[src/rtl/sd_pkg.sv]
// Shared SD definitions: command indices, fixed arguments, error codes and
// the encodings used by the card-identification sequencer.
package sd_pkg;

  localparam logic [5:0] CMD0_IDX   = 6'd0;
  localparam logic [5:0] CMD2_IDX   = 6'd2;
  localparam logic [5:0] CMD3_IDX   = 6'd3;
  localparam logic [5:0] CMD7_IDX   = 6'd7;
  localparam logic [5:0] CMD8_IDX   = 6'd8;
  localparam logic [5:0] ACMD41_IDX = 6'd41;
  localparam logic [5:0] CMD55_IDX  = 6'd55;

  localparam logic [31:0] CMD8_ARG   = 32'h0000_01AA;
  localparam logic [11:0] CMD8_ECHO  = 12'h1AA;
  localparam logic [31:0] ACMD41_ARG = 32'h40FF_8000;

  typedef enum logic [2:0] {
    ERR_NONE         = 3'd0,
    ERR_CMD8_ECHO    = 3'd1,
    ERR_ACMD41_TRIES = 3'd2,
    ERR_TIMEOUT      = 3'd3,
    ERR_INDEX        = 3'd4
  } err_code_e;

  typedef enum logic [3:0] {
    ST_IDLE,
    ST_POWER_WAIT,
    ST_LAUNCH,
    ST_ISSUE,
    ST_BUSY,
    ST_WAIT,
    ST_CHECK,
    ST_TIMEOUT,
    ST_READY,
    ST_ERROR
  } state_e;

  typedef enum logic [2:0] {
    STEP_CMD0,
    STEP_CMD8,
    STEP_CMD55,
    STEP_ACMD41,
    STEP_CMD2,
    STEP_CMD3,
    STEP_CMD7
  } step_e;

  function automatic logic [5:0] step_index(input step_e s);
    logic [5:0] idx;
    unique case (s)
      STEP_CMD0:   idx = CMD0_IDX;
      STEP_CMD8:   idx = CMD8_IDX;
      STEP_CMD55:  idx = CMD55_IDX;
      STEP_ACMD41: idx = ACMD41_IDX;
      STEP_CMD2:   idx = CMD2_IDX;
      STEP_CMD3:   idx = CMD3_IDX;
      STEP_CMD7:   idx = CMD7_IDX;
      default:     idx = CMD0_IDX;
    endcase
    return idx;
  endfunction

  // CMD0 has no response, R3 (ACMD41) and R2 (CMD2) carry no command index.
  function automatic logic index_checked(input step_e s);
    return !(s inside {STEP_CMD0, STEP_ACMD41, STEP_CMD2});
  endfunction

endpackage

[src/rtl/sd_timeout_cnt.sv]
// Loadable saturating down-counter; expired is high while the count is zero.
module sd_timeout_cnt #(
  parameter int WIDTH = 11
) (
  input  logic             clk,
  input  logic             rst,
  input  logic             load,
  input  logic [WIDTH-1:0] load_val,
  input  logic             en,
  output logic             expired
);

  logic [WIDTH-1:0] count;

  // NOTE: sequential state uses non-blocking assignments so every register
  // samples pre-edge values regardless of block ordering.
  always_ff @(posedge clk or posedge rst) begin
    if (rst) begin
      count <= '0;
    end else if (load) begin
      count <= load_val;
    end else if (en && count != '0) begin
      count <= count - 1'b1;
    end
  end

  assign expired = (count == '0);

endmodule

[src/rtl/sd_init_seq.sv]
// SD card-identification sequencer: CMD0, CMD8, CMD55/ACMD41 loop, CMD2,
// CMD3, CMD7, driving the CMD-line driver and reporting card parameters.
module sd_init_seq
  import sd_pkg::*;
#(
  parameter int INIT_CLKS    = 80,
  parameter int TIMEOUT_CLKS = 1024,
  parameter int ACMD41_TRIES = 1000
) (
  input  logic         iclk,
  input  logic         irst,
  input  logic         istart,
  output logic         ostart_cmd,
  output logic [5:0]   ocmd_index,
  output logic [31:0]  ocmd_arg,
  input  logic [119:0] iresp,
  input  logic         icmd_done,
  output logic         ocmd_rst,
  output logic         oready,
  output logic         oerror,
  output logic [2:0]   oerr_code,
  output logic [15:0]  orca,
  output logic         ohcs,
  output logic [119:0] ocid
);

  localparam int TW = $clog2(TIMEOUT_CLKS + 1);
  localparam int RW = $clog2(ACMD41_TRIES + 1);

  state_e         state;
  step_e          step;
  logic [RW-1:0]  retry_cnt;
  logic [RW-1:0]  retry_next;
  logic           busy_wait;
  logic           tmr_load;
  logic           tmr_en;
  logic           tmr_expired;
  logic [TW-1:0]  tmr_val;
  logic [31:0]    step_arg;
  err_code_e      chk_err;

  // One timer serves both the power-up wait and the per-command timeout:
  // parked at INIT_CLKS while idle, reloaded with TIMEOUT_CLKS during ISSUE.
  assign tmr_load = state inside {ST_IDLE, ST_READY, ST_ERROR, ST_ISSUE};
  assign tmr_en   = state inside {ST_POWER_WAIT, ST_BUSY, ST_WAIT};
  assign tmr_val  = (state == ST_ISSUE) ? TW'(TIMEOUT_CLKS) : TW'(INIT_CLKS);

  sd_timeout_cnt #(.WIDTH(TW)) u_timer (
    .clk      (iclk),
    .rst      (irst),
    .load     (tmr_load),
    .load_val (tmr_val),
    .en       (tmr_en),
    .expired  (tmr_expired)
  );

  assign retry_next = retry_cnt + 1'b1;

  // NOTE: every always_comb output gets a default first so no latch is inferred.
  always_comb begin
    step_arg = 32'h0;
    unique case (step)
      STEP_CMD8:   step_arg = CMD8_ARG;
      STEP_ACMD41: step_arg = ACMD41_ARG;
      STEP_CMD7:   step_arg = {orca, 16'h0};
      default:     step_arg = 32'h0;
    endcase
  end

  always_comb begin
    chk_err = ERR_NONE;
    if (index_checked(step) && iresp[37:32] != step_index(step)) begin
      chk_err = ERR_INDEX;
    end else if (step == STEP_CMD8 && iresp[11:0] != CMD8_ECHO) begin
      chk_err = ERR_CMD8_ECHO;
    end
  end

  always_ff @(posedge iclk or posedge irst) begin
    if (irst) begin
      state      <= ST_IDLE;
      step       <= STEP_CMD0;
      retry_cnt  <= '0;
      busy_wait  <= 1'b0;
      ostart_cmd <= 1'b0;
      ocmd_index <= '0;
      ocmd_arg   <= '0;
      ocmd_rst   <= 1'b0;
      oready     <= 1'b0;
      oerror     <= 1'b0;
      oerr_code  <= ERR_NONE;
      orca       <= '0;
      ohcs       <= 1'b0;
      ocid       <= '0;
    end else begin
      ostart_cmd <= 1'b0;
      ocmd_rst   <= 1'b0;
      unique case (state)
        ST_IDLE, ST_READY, ST_ERROR: begin
          if (istart) begin
            state     <= ST_POWER_WAIT;
            step      <= STEP_CMD0;
            retry_cnt <= '0;
            oready    <= 1'b0;
            oerror    <= 1'b0;
            oerr_code <= ERR_NONE;
            orca      <= '0;
            ohcs      <= 1'b0;
            ocid      <= '0;
          end
        end

        ST_POWER_WAIT: begin
          if (tmr_expired) state <= ST_LAUNCH;
        end

        ST_LAUNCH: begin
          ostart_cmd <= 1'b1;
          ocmd_index <= step_index(step);
          ocmd_arg   <= step_arg;
          busy_wait  <= 1'b0;
          state      <= ST_ISSUE;
        end

        ST_ISSUE: state <= ST_BUSY;

        // A fast driver may never be seen busy; give it two cycles at most.
        ST_BUSY: begin
          if (tmr_expired) begin
            state    <= ST_TIMEOUT;
            ocmd_rst <= 1'b1;
          end else if (!icmd_done || busy_wait) begin
            state <= ST_WAIT;
          end else begin
            busy_wait <= 1'b1;
          end
        end

        ST_WAIT: begin
          if (tmr_expired) begin
            state    <= ST_TIMEOUT;
            ocmd_rst <= 1'b1;
          end else if (icmd_done) begin
            state <= ST_CHECK;
          end
        end

        ST_TIMEOUT: begin
          if (step == STEP_CMD0) begin
            step  <= STEP_CMD8;
            state <= ST_LAUNCH;
          end else begin
            state     <= ST_ERROR;
            oerror    <= 1'b1;
            oerr_code <= ERR_TIMEOUT;
          end
        end

        ST_CHECK: begin
          if (chk_err != ERR_NONE) begin
            state     <= ST_ERROR;
            oerror    <= 1'b1;
            oerr_code <= chk_err;
          end else begin
            state <= ST_LAUNCH;
            unique case (step)
              STEP_CMD0:  step <= STEP_CMD8;
              STEP_CMD8:  step <= STEP_CMD55;
              STEP_CMD55: step <= STEP_ACMD41;
              STEP_ACMD41: begin
                if (iresp[31]) begin
                  ohcs <= iresp[30];
                  step <= STEP_CMD2;
                end else begin
                  retry_cnt <= retry_next;
                  if (retry_next >= RW'(ACMD41_TRIES)) begin
                    state     <= ST_ERROR;
                    oerror    <= 1'b1;
                    oerr_code <= ERR_ACMD41_TRIES;
                  end else begin
                    step <= STEP_CMD55;
                  end
                end
              end
              STEP_CMD2: begin
                ocid <= iresp;
                step <= STEP_CMD3;
              end
              STEP_CMD3: begin
                orca <= iresp[31:16];
                step <= STEP_CMD7;
              end
              STEP_CMD7: begin
                state  <= ST_READY;
                oready <= 1'b1;
              end
              default: state <= ST_IDLE;
            endcase
          end
        end

        default: state <= ST_IDLE;
      endcase
    end
  end

endmodule

[config.mk]
export PLATFORM = sky130hd
export DESIGN_NAME = sd_init_seq
export DESIGN_NICKNAME = d
export VERILOG_FILES = /design/src/rtl/sd_pkg.sv /design/src/rtl/sd_timeout_cnt.sv /design/src/rtl/sd_init_seq.sv
export SDC_FILE = /design/constraint.sdc
export NUM_CORES = 1
export LEC_CHECK = 0
export CAP_MARGIN = 20
export CORE_MARGIN = 2
export CORE_UTILIZATION = 46
export DETAILED_ROUTE_END_ITERATION = 16
export HOLD_SLACK_MARGIN = 0.06
export PLACE_DENSITY = 0.85
export SETUP_SLACK_MARGIN = 0.1
export SYNTH_ARGS = -nofsm -noshare
export SYNTH_HDL_FRONTEND = slang
export SYNTH_SLANG_ARGS = --single-unit
[constraint.sdc]
create_clock -name iclk -period 8.2 [get_ports iclk]
set_input_delay 1.64 -clock iclk [delete_from_list [all_inputs] [get_ports iclk]]
set_output_delay 1.64 -clock iclk [all_outputs]
set_load 0.01 [all_outputs]
---- Word level (Yosys, flattened, before mapping) ----
Cells that the tools add are included.
W data, S select, Z words.
word-level totals
  memory bits (writable) .................. 0
  word-level logic and storage cells ...... 150
  register bits ........................... 211
  memories ................................ 0
  ROM bits ................................ 0
  bits of input ports ..................... 124
  latch bits .............................. 0
  output and inout bits ................... 182
cells by class
  divide/modulo/power cells ............... 0
  multiplexer cells ....................... 65
  eq/ne operators ......................... 37
  shift operators ......................... 0
  $add $sub $neg .......................... 2
  magnitude comparators ................... 1
  bitwise logic cells ..................... 0
  $mul .................................... 0
  reductions and logical operators ........ 30
operator list
  operator               number
  $mux W120              3
  $pmux W120 S2          1
  $pmux W32 S3           1
  $mux W16               3
  $mux W10               4
  $mux W4                10
  $pmux W6 S6            1
  $mux W11               3
  $mux W3                11
  $pmux W16 S2           1
  $pmux W4 S8            1
  $ne A2 B2 Y1 const B   11
  $pmux W10 S2           1
  $pmux W3 S3            2
  $pmux W3 S6            1
  $mux W1                17
  $eq A4 B3 Y1 const B   4
  $reduce_and A4 Y1      4
  $ne A12 B9 Y1 const B  1
  $ne A3 B3 Y1 const B   4
  $pmux W4 S3            1
  $reduce_and A6 Y1      2
  $reduce_bool A3 Y1     4
  $logic_not A11 Y1      1
  other kinds (29)       43

---- Longest topological paths before layout ----
Gate-level depths: netlist of the first run.
  word-level depth ........................ 8
  mapped depth ............................ 11
  mapped depth without buffers ............ 9

---- Hierarchy ----
From an unflattened synthesis of the first run, not the netlist that was laid out.
second synthesis, totals
  cell total of the unflattened synthesis .. 1014
  area, all modules ....................... 9115.0 um^2
modules (own cells, without submodules)
  module          instances  area an instance (um^2)  sequential area each (um^2)  cells an instance
  sd_init_seq     1          8423.1                   4654.5                       935
  sd_timeout_cnt  1          691.9                    275.3                        79

---- Least setup slack after synthesis of the first run ----
Ideal clock, no wire load.
  kind .................................... in2reg
  from .................................... input iresp[34]
  to ...................................... register step[0]
  required time ........................... 8072 ps
  setup slack ............................. 4873 ps
  path buffers ............................ 0
  stages on the path ...................... 7
  setup time .............................. 128 ps
  arrival ................................. 3199 ps
  cell sequence ........................... and3b_1 -> a22o_1 -> a31oi_1 -> o31ai_4 -> a31oi_2 -> a2111oi_4 -> mux2_1
on the way
  word-level cells in the longest chain between the ends .. 6
RTL lines
  element                      line                text
  from (decl)                  sd_init_seq.sv:16   input logic [119:0] iresp,
  $ne A6 B6 Y1                 sd_init_seq.sv:72   if (index_checked(step) && iresp[37:32] != step_index(step)) begin
  $logic_and A1 B1 Y1          sd_init_seq.sv:72
  $mux W3                      sd_init_seq.sv:72
  $reduce_bool A3 Y1           sd_init_seq.sv:160  if (chk_err != ERR_NONE) begin
  $ne A2 B2 Y1 (no line)       --
  $reduce_and A6 Y1 (no line)  --
  to (signal assigned)         sd_init_seq.sv:167  STEP_CMD0: step <= STEP_CMD8;
  to (signal assigned)         sd_init_seq.sv:168  STEP_CMD8: step <= STEP_CMD55;
  to (signal assigned)         sd_init_seq.sv:169  STEP_CMD55: step <= STEP_ACMD41;
  to (decl)                    sd_init_seq.sv:31   step_e step;
No other way between the ends.
A chain may end at the register's enable or synchronous reset.

---- Worst setup path in the final report of the first run ----
  from .................................... input istart
  to ...................................... register ocid[35]
on the way
  word-level cells in the longest chain between the ends .. 2
RTL lines
  element                      line                text
  from (decl)                  sd_init_seq.sv:12   input logic istart,
  $ne A2 B2 Y1 (no line)       --
  $reduce_and A4 Y1 (no line)  --
  to (signal assigned)         sd_init_seq.sv:186  ocid <= iresp;
  to (decl)                    sd_init_seq.sv:24   output logic [119:0] ocid
No other way between the ends.

==> results of run 1 <==
==> tightest hold or removal path: stages, from the launching register on <==
cell and delay (ps):
dfrtp_1 340, nand2_1 60, nand2_1 50
==> Yosys cell counts, types with 6 or more instances <==
master / number
dfrtp_1: 197
inv_1: 16
a21oi_1: 21
nand2_1: 318
nor2_1: 30
o21ai_0: 68
o31ai_1: 9
buf_2: 6
or3_1: 6
o21ai_1: 100
buf_4: 14
nand3_1: 35
xnor2_1: 9
clkbuf_1: 54
==> power breakdown <==
group          switching, mW  internal, mW  total, mW
clock                  0.395         0.431      0.826
combinational          0.590         0.458       1.05
sequential             0.122          1.12       1.25
total                   1.11          2.01       3.12
==> metrics by stage <==
stage | std cells | util
floorplan | 981 | -
global placement | 1439 | 0.628
detailed placement | 1440 | 0.630
CTS | 1472 | 0.661
global route | 1474 | 0.662
finish | 1474 | 0.662
==> logic make-up (layout without fill, tap and decap cells) <==
logic type	after synthesis	in the layout	synth area share
xor gates and xnor gates	13	13	0.0131
muxes	5	5	0.00617
other	1	11	0.000430
adders and majority gates	5	5	0.00717
AOI/OAI and AO/OA	234	234	0.158
buffers and inverters	96	354	0.0491
DFF	197	197	0.565
and+or+nand+nor	421	421	0.201
==> final cells by class <==
type,instances,share of cell area
Sequential cell,197,0.399
Multi-Input combinational cell,688,0.276
Timing Repair Buffer,304,0.248
Clock buffer,19,0.0351
Tap cell,234,0.0237
Clock inverter,13,0.0118
Inverter,18,0.00608
Antenna cell,1,0.000203
==> per-layer routing <==
metal | vias to the layer above | global-route usage | share of wire
met5 | - | 0 | 0
met4 | 0 | 0.101 | 0.027
met3 | 41 | 0.0739 | 0.080
met2 | 284 | 0.422 | 0.49
met1 | 3767 | 0.329 | 0.40
li1 | 3736 | - | -
==> sequential cells by signal, indices dropped and copies added, names as in the netlist, 4 cells and up <==
register       count
u_timer.count     11
ocmd_index         6
orca              16
ocmd_arg          18
state              4
ocid             120
retry_cnt         10
==> cell usage in the layout, fill, tap and decap left out, types with 3 or more instances in the layout <==
| cell | instances |
|---|---|
| nand3_1 | 35 |
| or3_1 | 6 |
| o21ai_1 | 100 |
| conb_1 | 10 |
| buf_4 | 7 |
| nor3_1 | 4 |
| o22ai_1 | 3 |
| a21oi_1 | 21 |
| clkinvlp_4 | 3 |
| dfrtp_1 | 197 |
| a31oi_1 | 3 |
| o31ai_1 | 9 |
| and3_1 | 5 |
| xnor2_1 | 9 |
| ha_1 | 5 |
| clkdlybuf4s50_1 | 295 |
| nand2_1 | 318 |
| o21ai_0 | 68 |
| a32o_1 | 3 |
| nor2_1 | 29 |
| inv_1 | 15 |
| clkinv_4 | 3 |
| xor2_1 | 4 |
| inv_8 | 5 |
| nand2b_1 | 4 |
| clkbuf_16 | 17 |
==> path summary, 6_finish.rpt <==
path	from	end	slack [ps]	cells after the start
max	istart	ocid[35]	4370	5
min	ocmd_arg[29]	ocmd_arg[29]	480	2
max reg2reg	state[0]	ocid[35]	5010	6
min reg2reg	ocmd_arg[29]	ocmd_arg[29]	480	2
max in group asynchronous	irst	ocid[15]	4890	3
min in group asynchronous	irst	ocid[13]	1740	2
==> flow_metrics.py, run 1 <==
metrics = {
    "cts": {
        "clkLatencyLatePin_ps": 440,
        "cts.path.max_buffers": 2,
        "cts.sinks": 197,
        "cts.root.buffer_cell": "clkbuf_16",
        "post_cts_buffers": 0,
        "hold_buffers": 0,
        "cts_tree": "built",
        "htree_levels": 4,
        "path_clk_slew_ps": 70,
        "cts_resized": 0,
        "cts_buffers": 17,
    },
    "floorplanning": {
        "core_mm2": 0.0186,
        "dieHeight_um": 142,
        "die_area_mm2": 0.0201,
        "start_util": 0.468,
        "die_w_um": 142,
        "rows": 50,
        "pin_count": 306,
    },
    "setup_path": {
        "crit_chain": "clkdlybuf4s50_1 -> nand2_1 -> o21a_4 -> buf_4 -> o21ai_0",
        "critPathKind": "in -> reg",
        "crit_required_ps": 8470,
        "path_max_fanout": 118,
        "cp.arrival_ps": 4100,
        "critical_path.top_delay_family": "buffers and inverters",
        "crit_slowest_cell": "buf_4",
        "path_buf_inv": 2,
        "critPathCaptureType": "register",
        "critPathLaunchType": "input pin",
        "slowest_delay_ps": 780,
    },
    "timing": {
        "relSlewSlack": 0.288,
        "finalHoldViolCount": 0,
        "timing.final.ws_setup_ps": 4370,
        "fin_worst_skew_ps": 22.3,
        "grt_setup_unrepaired": "false",
        "setup_tns_ps": 0,
        "finalSetupViolCount": 0,
        "period_share": 0.467,
        "finalMaxSlewViolations": 0,
        "worst-slew-pin-transition_ps": 1070,
        "fin_crit_ps": 3830,
        "holdWs_ps": 477,
        "max_freq_mhz": 261,
    },
    "grt": {
        "antenna_found_initial": 1,
        "grt.total_usage": 0.259,
        "overflow": 0,
        "grt_pass1_vias": 7326,
        "grt_max_degree": 123,
        "grt_pass1_wl_um": 40500,
    },
    "drt": {
        "first_pass_iters": 5,
        "first_iter_violations": 667,
        "ant_nets": 0,
        "via_count": 7828,
        "drc": 0,
        "routed_wl_um": 26200,
        "wl_per_cell_um": 17.8,
        "viasPerCell": 5.31,
    },
    "pwr": {
        "p_leak_nw": 5.07,
        "finalPower_mw": 3.12,
        "power_density_mw_per_mm2": 253,
        "ir_drop_v": 0.000187,
    },
    "logic_synthesis": {
        "synth_cells": 972,
        "synth_area_leaders": "dfrtp_1 57%, nand2_1 14%, o21ai_1 5.7%, o21ai_0 3.9%, clkbuf_1 2.3%",
        "yosysSeqAreaShare": 0.565,
        "yosys.cell_types.count": 68,
        "synth_edf_count": 0,
        "synth-seq-cells": 197,
        "ys.flop_type": "dfrtp_1",
        "async_reset_ff_frac": 1.00,
        "yosysTopAreaCell": "dfrtp_1",
        "syn_avg_cell_area_um2": 8.97,
        "netlist_area_mm2": 0.00872,
        "yosysTopAreaCellShare": 0.565,
        "yosysWarnings": 0,
    },
    "placement": {
        "dpl.hpwl_um": 18500,
        "pre_cts_ws_ps": 3960,
        "place_congestion": 0.898,
        "port_buffers": 295,
        "placed_area_mm2": 0.0117,
    },
    "cells_and_area": {
        "seqCellArea_mm2": 0.00493,
        "area_growth_pct": 41.6,
        "fin_nets": 1355,
        "multi_input_area_mm2": 0.00341,
        "fill_cells": 1426,
        "fin_area_mm2": 0.0123,
        "drive_above_1_share": 0.0444,
    },
    "outcome": {
        "status": "finished, final reports clean",
    },
    "hold_path": {
        "min_path_type": "reg -> reg",
    },
    "job": {
        "cap_violations": 0,
    },
}
(Power assumes the default switching activity.)
==> inputs of run 2 (changes only) <==
==> constraint.sdc (replaced) <==
create_clock -name iclk -period 3.8 [get_ports iclk]
set_input_delay 0.76 -clock iclk [delete_from_list [all_inputs] [get_ports iclk]]
set_output_delay 0.76 -clock iclk [all_outputs]
set_load 0.01 [all_outputs]
==> flow_metrics.py, run 2 (same netlist as run 1, synthesis figures left out) <==
metrics = {
    "placement": {
        "port_buffers": 295,
        "place_congestion": 0.883,
        "placed_area_mm2": 0.0118,
        "dpl.hpwl_um": 19400,
    },
    "timing": {
        "worst-slew-pin-transition_ps": 1110,
        "max_freq_mhz": 345,
        "fin_crit_ps": 2900,
        "grt_setup_unrepaired": "false",
        "setup_tns_ps": 0,
        "fin_worst_skew_ps": 8.41,
        "finalHoldViolCount": 0,
        "period_share": 0.763,
        "finalSetupViolCount": 0,
        "finalMaxSlewViolations": 0,
        "holdWs_ps": 465,
        "relSlewSlack": 0.257,
    },
    "drt": {
        "routed_wl_um": 26700,
        "wl_per_cell_um": 18.0,
        "first_iter_violations": 572,
        "ant_nets": 0,
        "via_count": 7859,
        "first_pass_iters": 7,
        "viasPerCell": 5.31,
        "drc": 0,
    },
    "grt": {
        "overflow": 0,
        "grt_pass1_wl_um": 41200,
        "grt_max_degree": 110,
        "grt_pass1_vias": 7394,
        "grt.total_usage": 0.264,
        "antenna_found_initial": 0,
    },
    "hold_path": {
        "min_path_type": "reg -> reg",
    },
    "floorplanning": {
        "die_w_um": 142,
        "rows": 50,
        "core_mm2": 0.0186,
        "die_area_mm2": 0.0201,
        "start_util": 0.468,
        "pin_count": 306,
        "dieHeight_um": 142,
    },
    "cells_and_area": {
        "largest_reg_flops": 120,
        "largest_register": "ocid",
        "drive_above_1_share": 0.0506,
        "area_growth_pct": 42.4,
        "fin_nets": 1362,
        "fin_area_mm2": 0.0124,
        "final_common_cell": "nand2_1",
        "diodes": 0,
        "reg_top3": "ocid x120, ocmd_arg x18, orca x16",
        "layout_common_cells": "318 x nand2_1, 295 x clkdlybuf4s50_1, 197 x dfrtp_1",
    },
    "cts": {
        "cts_tree": "built",
        "clkLatencyLatePin_ps": 430,
        "cts_resized": 0,
        "cts.path.max_buffers": 2,
        "cts.sinks": 197,
        "post_cts_buffers": 0,
        "cts.root.buffer_cell": "clkbuf_16",
        "path_clk_slew_ps": 70,
        "cts_buffers": 17,
        "hold_buffers": 0,
        "htree_levels": 4,
    },
    "job": {
        "cap_violations": 0,
    },
    "pwr": {
        "switchingPower_mw": 2.40,
        "seq_power_share": 0.393,
        "comb_power_share": 0.338,
        "p_leak_nw": 5.11,
        "ir_drop_v": 0.000348,
        "finalPower_mw": 6.83,
        "p_clk_frac": 0.268,
        "p_int_mw": 4.43,
        "power_density_mw_per_mm2": 550,
        "switching_share": 0.352,
    },
    "outcome": {
        "status": "finished, final reports clean",
    },
    "setup_path": {
        "cp.arrival_ps": 3210,
        "critPathLaunchType": "register",
        "crit_required_ps": 4110,
        "critPathCaptureType": "register",
        "critPathKind": "reg -> reg",
        "path_max_fanout": 12,
    },
}
## run 2: cell count changes in the layout (fill, tap and decap cells not counted), sizes merged
cell and delta:
clkinv +1, buf +7, inv -1, clkbuf -1, bufinv +1, diode -1
## run 2: cell type report
cell class	count	area, um2
Fill cell	1451	6230
Sequential cell	197	4930
Multi-Input combinational cell	688	3410
Timing Repair Buffer	311	3110
Clock buffer	18	429
Tap cell	234	293
Clock inverter	14	171
Inverter	18	71.3
## run 2: worst paths after layout
path | start | endpoint | slack (ps) | cells after the start
worst max-delay path | step[2] | step[0] | 900 | 9
worst min-delay path | ocmd_arg[31] | ocmd_arg[31] | 470 | 2
worst max register to register | step[2] | step[0] | 900 | 9
worst min register to register | ocmd_arg[31] | ocmd_arg[31] | 470 | 2
max in group asynchronous | irst | ocid[82] | 2190 | 3
min in group asynchronous | irst | oerror | 980 | 3
## run 2: per-stage QoR
step	cells	setup slack, ps	utilization
after floorplan	981	494	-
after detailed placement	1448	592	0.634
after CTS	1480	924	0.666
after global placement	1448	642	0.634
after global routing	1480	671	0.666
final	1480	901	0.666
## run 2: power by group through the flow
stage	Clock (mW)	Sequential, mW	Combinational (mW)
2_1_floorplan	0	2.77	1.19
3_3_place_gp	0	2.70	2.26
3_5_place_dp	0	2.72	2.31
4_1_cts	1.86	2.69	2.32
5_1_grt	1.96	2.73	2.53
6_report	1.83	2.69	2.31
## run 2: critical path: stages, from the launching register on
cell,delay (ps)
dfrtp_1,610
inv_1,140
ha_1,230
xor2_1,160
a21oi_1,130
o31ai_1,130
o31ai_4,360
a31oi_2,200
a2111oi_4,460
mux2_1,360
## run 2: layer usage
layer	up-vias	share of wire	global-route usage
li1	3746	-	-
met2	297	0.49	0.440
met4	0	0.028	0.0937
met1	3773	0.40	0.337
met5	-	0	0
met3	43	0.082	0.0688
==> inputs of run 3 (changes only) <==
==> constraint.sdc (replaced) <==
create_clock -name iclk -period 2.8 [get_ports iclk]
set_input_delay 0.56 -clock iclk [delete_from_list [all_inputs] [get_ports iclk]]
set_output_delay 0.56 -clock iclk [all_outputs]
set_load 0.01 [all_outputs]
==> flow_metrics.py, run 3 (same netlist as run 1, synthesis figures left out) <==
metrics = {
    "outcome": {
        "status": "finished, final reports clean",
    },
    "cts": {
        "htree_levels": 4,
        "cts_tree": "built",
        "cts.path.max_buffers": 2,
        "path_clk_slew_ps": 70,
        "cts_buffers": 17,
        "post_cts_buffers": 0,
        "clkLatencyLatePin_ps": 440,
        "cts.sinks": 197,
        "hold_buffers": 0,
        "cts.root.buffer_cell": "clkbuf_16",
        "cts_resized": 0,
    },
    "cells_and_area": {
        "fin_area_mm2": 0.0125,
        "layout_common_cells": "318 x nand2_1, 295 x clkdlybuf4s50_1, 197 x dfrtp_1",
        "reg_top3": "ocid x120, ocmd_arg x18, orca x16",
        "fin_nets": 1370,
        "drive_above_1_share": 0.0574,
        "area_growth_pct": 43.2,
        "final_cells": 1488,
        "largest_register": "ocid",
        "largest_reg_flops": 120,
        "final_util": 0.670,
        "final_common_cell": "nand2_1",
        "diodes": 0,
    },
    "setup_path": {
        "path_max_fanout": 9,
        "path_buf_inv": 0,
        "crit_chain": "ha_1 -> xor2_1 -> a21oi_1 -> o31ai_1 -> o31ai_4 -> a31oi_2 -> a2111oi_4 -> mux2_1",
        "worstSetupPathDepth": 8,
        "critPathLaunchType": "register",
        "slowest_delay_ps": 480,
        "critPathCaptureType": "register",
        "critical_path.top_delay_family": "compound AO/OA/AOI/OAI gates",
        "critPathKind": "reg -> reg",
        "crit_slowest_cell": "dfrtp_1",
        "cp.arrival_ps": 2780,
        "crit_required_ps": 3110,
        "ff2ff_path_depth": 8,
    },
    "floorplanning": {
        "start_util": 0.468,
        "core_mm2": 0.0186,
        "die_w_um": 142,
        "pin_count": 306,
        "dieHeight_um": 142,
        "die_area_mm2": 0.0201,
        "rows": 50,
    },
    "drt": {
        "ant_nets": 0,
        "first_pass_iters": 5,
        "first_iter_violations": 574,
        "via_count": 7923,
        "viasPerCell": 5.32,
        "routed_wl_um": 27000,
        "drc": 0,
        "wl_per_cell_um": 18.1,
    },
    "placement": {
        "pre_cts_ws_ps": -33.8,
        "dpl.hpwl_um": 19400,
        "place_congestion": 0.857,
        "port_buffers": 295,
        "placed_area_mm2": 0.0119,
        "dp_cells": 1456,
    },
    "pwr": {
        "finalPower_mw": 9.19,
        "power_density_mw_per_mm2": 736,
        "ir_drop_v": 0.000558,
        "p_leak_nw": 5.15,
    },
    "grt": {
        "overflow": 0,
        "grt.total_usage": 0.267,
        "busiest_layer": "met2",
        "groute.layer.met2.usage": 0.446,
        "grt_use_met3": 0.0672,
        "grt_util_met1": 0.331,
        "grt_max_degree": 129,
        "grt_pass1_vias": 7428,
        "grt_pass1_wl_um": 41400,
        "antenna_found_initial": 0,
    },
    "timing": {
        "finalHoldViolCount": 0,
        "relSlewSlack": 0.593,
        "grt_setup_unrepaired": "false",
        "fin_crit_ps": 2470,
        "period_share": 0.882,
        "fin_worst_skew_ps": 14.0,
        "worst-slew-pin-transition_ps": 606,
        "timing.final.ws_setup_ps": 330,
        "finalSetupViolCount": 0,
        "finalMaxSlewViolations": 0,
        "max_freq_mhz": 405,
    },
    "hold_path": {
        "min_path_type": "in -> async",
    },
    "job": {
        "cap_violations": 0,
    },
}
run 3: routing by layer:
layer	part of all wire	routed length (um)
met5	0	0
met4	0.039	1060
met3	0.079	2120
met2	0.50	13400
met1	0.39	10400
run 3: worst paths after layout:
path	start	end	slack, ps
hold reg to reg	ocmd_arg[31]	ocmd_arg[31]	470
hold / removal	irst	ocid[39]	440
setup / recovery	step[1]	step[0]	330
min in group iclk	ocmd_arg[31]	ocmd_arg[31]	470
max in group asynchronous	irst	u_timer.count[3]	1590
setup reg to reg	step[1]	step[0]	330
run 3: stage by stage:
stage	hold WS, ps	setup TNS [ps]
2_1_floorplan	444	-60360
3_3_place_gp	453	0
3_5_place_dp	456	-48.2
4_1_cts	431	0
5_1_grt	440	0
6_report	437	0
run 3: cell type report:
cell class,count,area [um2]
Sequential cell,197,4930
Clock inverter,14,136
Fill cell,1453,6150
Clock buffer,18,439
Multi-Input combinational cell,688,3410
Timing Repair Buffer,319,3210
Inverter,18,71.3
Tap cell,234,293
run 3: report_power, final:
part	total, mW	switching [mW]	internal (mW)
clock	2.39	1.19	1.21
sequential	3.63	0.344	3.29
combinational	3.16	1.77	1.39
total	9.19	3.30	5.89
